<file path="src/rtl/uart_pkg.sv">
// Shared UART types and helpers: receiver state encoding, frame width and baud divider math.
package uart_pkg;

  localparam int unsigned DATA_BITS = 8;

  typedef enum logic [2:0] {
    IDLE,
    START,
    DATA,
    PARITY,
    STOP
  } rx_state_t;

  // Rounded clk / (baud * os), so the tick rate error is at most half a clock.
  function automatic int unsigned baud_div(input int unsigned clk, input int unsigned baud,
                                           input int unsigned os);
    int unsigned den;
    den = baud * os;
    return (clk + den / 2) / den;
  endfunction

endpackage

</file>
<file path="src/rtl/uart_baud_tick.sv">
// Free-running divider emitting a one-clock tick every DIV clocks; clr restarts the phase.
module uart_baud_tick #(
  parameter int unsigned DIV = 27
) (
  input  logic clk,
  input  logic rst,
  input  logic clr,
  output logic tick
);

  localparam int unsigned CW = (DIV > 1) ? $clog2(DIV) : 1;
  localparam logic [CW-1:0] LastCnt = CW'(DIV - 1);

  logic [CW-1:0] cnt_q, cnt_d;

  always_comb begin
    tick  = (cnt_q == LastCnt) && !clr;
    cnt_d = cnt_q + 1'b1;
    if (clr || cnt_q == LastCnt) begin
      cnt_d = '0;
    end
  end

  always_ff @(posedge clk) begin
    if (rst) begin
      cnt_q <= '0;
    end else begin
      cnt_q <= cnt_d;
    end
  end

endmodule

</file>
<file path="src/rtl/uart_rx.sv">
// 8N1 UART receiver with 16x oversampling, valid strobe and frame/parity error strobes.
// Define UART_RX_PARITY_EN for 8E1 framing with parity checking.
module uart_rx
  import uart_pkg::*;
#(
  parameter int unsigned CLK_FREQ   = 50_000_000,
  parameter int unsigned BAUD       = 115200,
  parameter int unsigned OVERSAMPLE = 16
) (
  input  logic                 RST_clk,
  input  logic                 rst,
  input  logic                 uart_rx_in,
  output logic [DATA_BITS-1:0] rx_data,
  output logic                 rx_valid,
  output logic                 rx_busy,
  output logic                 frame_err,
  output logic                 parity_err
);

  localparam int unsigned DIV = baud_div(CLK_FREQ, BAUD, OVERSAMPLE);
  localparam int unsigned TW  = $clog2(OVERSAMPLE);
  localparam int unsigned BW  = $clog2(DATA_BITS);
  localparam logic [TW-1:0] MidTick  = TW'(OVERSAMPLE / 2 - 1);
  localparam logic [TW-1:0] LastTick = TW'(OVERSAMPLE - 1);
  localparam logic [BW-1:0] LastBit  = BW'(DATA_BITS - 1);

  logic [1:0]           sync_q;
  logic                 line;
  logic                 tick;
  logic                 tick_clr;
  logic                 mid_done;
  logic                 bit_done;
  rx_state_t            state_q, state_d;
  logic [TW-1:0]        tick_cnt_q, tick_cnt_d;
  logic [BW-1:0]        bit_cnt_q, bit_cnt_d;
  logic [DATA_BITS-1:0] shift_q, shift_d;
  logic [DATA_BITS-1:0] data_q, data_d;
  logic                 valid_q, valid_d;
  logic                 busy_q, busy_d;
  logic                 ferr_q, ferr_d;
`ifdef UART_RX_PARITY_EN
  logic                 par_q, par_d;
  logic                 perr_q, perr_d;
`endif

  assign line = sync_q[1];

  uart_baud_tick #(
    .DIV(DIV)
  ) u_baud_tick (
    .clk (RST_clk),
    .rst (rst),
    .clr (tick_clr),
    .tick(tick)
  );

  // START checks at mid-bit; every later state samples one full bit period after the last.
  assign mid_done = tick && (tick_cnt_q == MidTick);
  assign bit_done = tick && (tick_cnt_q == LastTick);

  always_comb begin
    state_d    = state_q;
    tick_cnt_d = tick_cnt_q;
    bit_cnt_d  = bit_cnt_q;
    shift_d    = shift_q;
    data_d     = data_q;
    valid_d    = 1'b0;
    busy_d     = busy_q;
    ferr_d     = 1'b0;
    tick_clr   = 1'b0;
`ifdef UART_RX_PARITY_EN
    par_d      = par_q;
    perr_d     = 1'b0;
`endif

    if (tick) begin
      tick_cnt_d = (tick_cnt_q == LastTick) ? '0 : tick_cnt_q + 1'b1;
    end

    case (state_q)
      IDLE: begin
        if (!line) begin
          state_d    = START;
          tick_cnt_d = '0;
          bit_cnt_d  = '0;
          busy_d     = 1'b1;
          tick_clr   = 1'b1;
        end
      end
      START: begin
        if (mid_done) begin
          if (line) begin
            state_d = IDLE;
            busy_d  = 1'b0;
          end else begin
            state_d    = DATA;
            tick_cnt_d = '0;
          end
        end
      end
      DATA: begin
        if (bit_done) begin
          shift_d   = {line, shift_q[DATA_BITS-1:1]};
          bit_cnt_d = bit_cnt_q + 1'b1;
          if (bit_cnt_q == LastBit) begin
`ifdef UART_RX_PARITY_EN
            state_d = PARITY;
`else
            state_d = STOP;
`endif
          end
        end
      end
`ifdef UART_RX_PARITY_EN
      PARITY: begin
        if (bit_done) begin
          par_d   = line;
          state_d = STOP;
        end
      end
`endif
      STOP: begin
        if (bit_done) begin
          state_d = IDLE;
          busy_d  = 1'b0;
          if (line) begin
            data_d  = shift_q;
            valid_d = 1'b1;
`ifdef UART_RX_PARITY_EN
            perr_d  = par_q ^ (^shift_q);
`endif
          end else begin
            ferr_d = 1'b1;
          end
        end
      end
      default: begin
        state_d = IDLE;
        busy_d  = 1'b0;
      end
    endcase
  end

  always_ff @(posedge RST_clk) begin
    if (rst) begin
      sync_q     <= 2'b11;
      state_q    <= IDLE;
      tick_cnt_q <= '0;
      bit_cnt_q  <= '0;
      shift_q    <= '0;
      data_q     <= '0;
      valid_q    <= 1'b0;
      busy_q     <= 1'b0;
      ferr_q     <= 1'b0;
`ifdef UART_RX_PARITY_EN
      par_q      <= 1'b0;
      perr_q     <= 1'b0;
`endif
    end else begin
      sync_q     <= {sync_q[0], uart_rx_in};
      state_q    <= state_d;
      tick_cnt_q <= tick_cnt_d;
      bit_cnt_q  <= bit_cnt_d;
      shift_q    <= shift_d;
      data_q     <= data_d;
      valid_q    <= valid_d;
      busy_q     <= busy_d;
      ferr_q     <= ferr_d;
`ifdef UART_RX_PARITY_EN
      par_q      <= par_d;
      perr_q     <= perr_d;
`endif
    end
  end

  assign rx_data   = data_q;
  assign rx_valid  = valid_q;
  assign rx_busy   = busy_q;
  assign frame_err = ferr_q;
`ifdef UART_RX_PARITY_EN
  assign parity_err = perr_q;
`else
  assign parity_err = 1'b0;
`endif

endmodule
</file>
<file path="config.mk">
export PLATFORM = sky130hd
export DESIGN_NAME = uart_rx
export DESIGN_NICKNAME = d
export VERILOG_FILES = /design/src/rtl/uart_pkg.sv /design/src/rtl/uart_baud_tick.sv /design/src/rtl/uart_rx.sv
export SDC_FILE = /design/constraint.sdc
export NUM_CORES = 1
export LEC_CHECK = 0
export BUFFER_PORTS_ARGS = -buffer_cell sky130_fd_sc_hd__buf_2
export CAP_MARGIN = 20
export CORE_UTILIZATION = 55
export DETAILED_ROUTE_END_ITERATION = 7
export PLACE_DENSITY = 0.79
export SLEW_MARGIN = 20
export SYNTH_ARGS = -nofsm -noshare
export SYNTH_HDL_FRONTEND = slang
export SYNTH_HIERARCHICAL = 1
export SYNTH_SLANG_ARGS = --single-unit
</file>
<file path="constraint.sdc">
create_clock -name RST_clk -period 2.78 [get_ports RST_clk]
set_input_delay 0.417 -clock RST_clk [delete_from_list [all_inputs] [get_ports RST_clk]]
set_output_delay 0.417 -clock RST_clk [all_outputs]
set_load 0.01 [all_outputs]
</file>
==> flow_summary_export.csv <==
group,metric,value,unit
route,wire_per_inst,13.80,um
synth,ys_warn_count,6,
worst_setup_path,critPathLaunchType,"flop",
outcome,status,"complete, no violations",
sta,setup-violations-final,0,
clocking,cts_tree,"yes",
clocking,cts.clk_slew.worst_paths,0.11,ns
die,start_util,59.02,%
route,drt_iter0_drc,28,
worst_setup_path,ff2ff_path_depth,7,
worst_setup_path,critPathKind,"flop to flop",
finish,fillerInstances,230,
synth,yosysSeqAreaShare,43.90,%
route,dr_total_vias,1258,
synth,syn_nets,187,
global_route,grtUsageTotal,20.63,%
worst_setup_path,end_kind,"flop",
power_and_ir_drop,power.density,523.8,nW/um2
sta,finalWorstSetupSlack,0.3380,ns
worst_setup_path,regToRegEndpoint,"rx_data[6]",
worst_setup_path,cp.required,3.04,ns
die,ioPinCount,15,
synth,syn_area,1642,um2
synth,synthFlopType,"dfxtp_1",
clocking,root_buffer,"clkbuf_4",
placement,portBuffers,13,
placement,place_ws,0.3208,ns
clocking,h-tree-depth,2,
finish,antennaDiodeCount,0,
synth,synth_cell_types,39,
clocking,cts-buffers-inserted,5,
clocking,clk_latency,0.34,ns
die,die_area,3207,um2
power_and_ir_drop,peakVddDrop,0.6252,mV
worst_hold_path,hold_end,"sync_q[0]",
sta,rsz0062_at_grt,"no",
finish,synthToLayoutAreaGrowth,8.765,%
die,core,2781,um2
clocking,clk_path_buf_depth,2,
worst_setup_path,crit_path_max_incr_delay,0.57,ns
placement,globalplace.congestion,0.7693,
placement,dpl.hpwl,2.081,mm
worst_setup_path,r2r_slack,0.34,ns
route,drt_pass1_iterations,4,
finish,stdcell_area,1785,um2
worst_setup_path,crit_fanout,15,
power_and_ir_drop,finalPower,0.9352,mW
die,die_w,56.63,um
worst_setup_path,cp_cell_sequence,"or4_4 > inv_1 > nor2_1 > nand4_4 > nor4_4 > buf_4 > mux2i_1",
worst_setup_path,r2r_start,"state_q[0]",
finish,drive_above_1_share,16.40,%
run,max_cap_viol_count,0,
worst_setup_path,critPathSlowestCell,"dfxtp_1",
synth,syn_area_per_cell,9.171,um2
sta,hold_viol,0,
route,drc,0,
die,num_rows,19,
global_route,grt_overflow,0,
sta,fin_skew,0.01016,ns
die,chipHeight,56.63,um
worst_hold_path,min_path_type,"primary input to flop",
sta,fmax,409.5,MHz
route,wl,3.037,mm
sta,fin_crit_sh,87.84,%
synth,synth_edf_count,0,
route,detail-route-antenna-nets,0,
route,vias_per_cell,5.718,
sta,setup_tns,0,ns
global_route,grt_pass1_vias,1182,
global_route,antenna_found_initial,0,
sta,max-slew-margin-rel,59.75,%
worst_hold_path,whs_path_depth,2,
synth,ys_ff_latch,36,
global_route,grt_first_pass_wirelength,5.106,mm
clocking,clock-sinks,36,
power_and_ir_drop,power.leakage,0.6624,nW
finish,fin_nets,196,
worst_setup_path,cp.arrival,2.70,ns
synth,synth_cells,179,
clocking,cts_setup_buffers,0,
synth,synthArstFlopShare,0,%
sta,worst_pin_slew,0.6015,ns
global_route,grt_max_degree,41,
worst_hold_path,hold_start,"uart_rx_in",
sta,fin_crit,2.442,ns
sta,slew_violations,0,
placement,place_area,1697,um2
[flip-flops by register name (all words and copies together) (netlist names)]
name and cells:
tick_cnt_q 4, u_baud_tick/cnt_q 5, rx_valid 1, frame_err 1
sync_q 2, bit_cnt_q 3, state_q 3, shift_q 8
rx_busy 1, rx_data 8
[metrics by stage]
stage                     utilization (%)  instances  hold slack (ns)
after floorplan                         -        179           0.3895
after global placement              61.00        212           0.4042
after detailed placement            61.00        212           0.4157
after CTS                           63.88        220           0.2618
after global routing                64.19        220           0.2612
final                               64.19        220           0.2603
[cell usage after synthesis, types with 2 or more instances]
cell type  instances  area [um2]
dfxtp_1           36       720.7
nand2b_1          18       112.6
a21oi_1           14       70.07
nand3_1           14       70.07
mux2i_1            9       90.09
nor2_1             9       33.78
o21ai_0            9       45.04
clkbuf_1           8       30.03
ha_1               5       62.56
nand2_1            5       18.77
inv_1              4       15.01
a211oi_1           3       22.52
buf_2              3       15.01
nor3_1             3       15.01
nor4_1             3       18.77
o211ai_1           3       22.52
o21ai_1            3       15.01
or3_1              3       18.77
xor2_1             3       26.28
a21boi_1           2       15.01
nand4b_1           2       17.52
or2_2              2       12.51
xnor2_1            2       17.52
[final cells by class]
cell class | instances | area, um2 | share of cell area (%)
Clock buffer | 5 | 37.54 | 2.102
Tap cell | 31 | 38.79 | 2.172
Inverter | 4 | 15.01 | 0.8409
Sequential cell | 36 | 720.7 | 40.36
Multi-Input combinational cell | 126 | 850.8 | 47.65
Clock inverter | 3 | 42.54 | 2.383
Timing Repair Buffer | 15 | 80.08 | 4.485
[metal layers]
metal  track usage [%]  part of all wire, %
met2             34.96                   51
met5                 0                    0
met4             8.362                  1.3
met1             24.45                   44
met3             5.760                  3.7
[what timing repair did]
item,CTS,global route
endpoints found under the setup margin,0,2
gates resized for setup,0,1
hold buffers,0,0
[worst max-delay path by stage]
stage | startpoint | to | slack [ns] | depth (start not counted)
after global placement | state_q[0] | state_q[2] | 0.47 | 6
after CTS | state_q[0] | rx_data[6] | 0.27 | 7
after global routing | state_q[0] | rx_data[6] | 0.14 | 7
final | state_q[0] | rx_data[6] | 0.34 | 7
after detailed placement | state_q[0] | rx_data[1] | 0.32 | 7
after floorplan | state_q[0] | shift_q[1] | 0.85 | 9
[power breakdown]
| group | internal, mW | total, mW | leakage (nW) | switching [mW] |
|---|---|---|---|---|
| combinational | 0.0176 | 0.0391 | 0.330 | 0.0215 |
| clock | 0.187 | 0.364 | 0.0412 | 0.177 |
| sequential | 0.523 | 0.532 | 0.291 | 0.00869 |
[worst max-delay path: cells and delay by family, from the launching register on]
kind / cells / cell delay (ns)
flops: 1 / 0.57
mux: 1 / 0.23
simple gates: 4 / 1.27
buf+inv: 2 / 0.30
[cells in the final DEF (no fill, tap or decap), types with 2 or more instances in the layout]
cell type  instances
or2_2              2
inv_1              4
nand4b_1           2
o21ai_0            9
xnor2_1            2
a21oi_1           14
buf_4              2
nor3_1             3
mux2i_1            9
or3_1              3
o21ai_1            3
xor2_1             3
a211oi_1           3
ha_1               5
a21boi_1           2
dfxtp_1           36
buf_2             13
clkbuf_4           5
nor4_1             3
nand3_1           14
nand2_1            5
nor2_1             9
o211ai_1           3
nand2b_1          18
[cells by family after synthesis]
kind of cell	count (synthesis)	share of synthesized area (%)
compound gates	36	12.96
fa+ha+maj	5	3.811
xor+xnor	5	2.668
buf+inv	17	4.801
simple gates	70	26.14
other cells	1	0.2284
mux	9	5.488
flops	36	43.90
No activity file was read; power rests on OpenSTA's default activity.
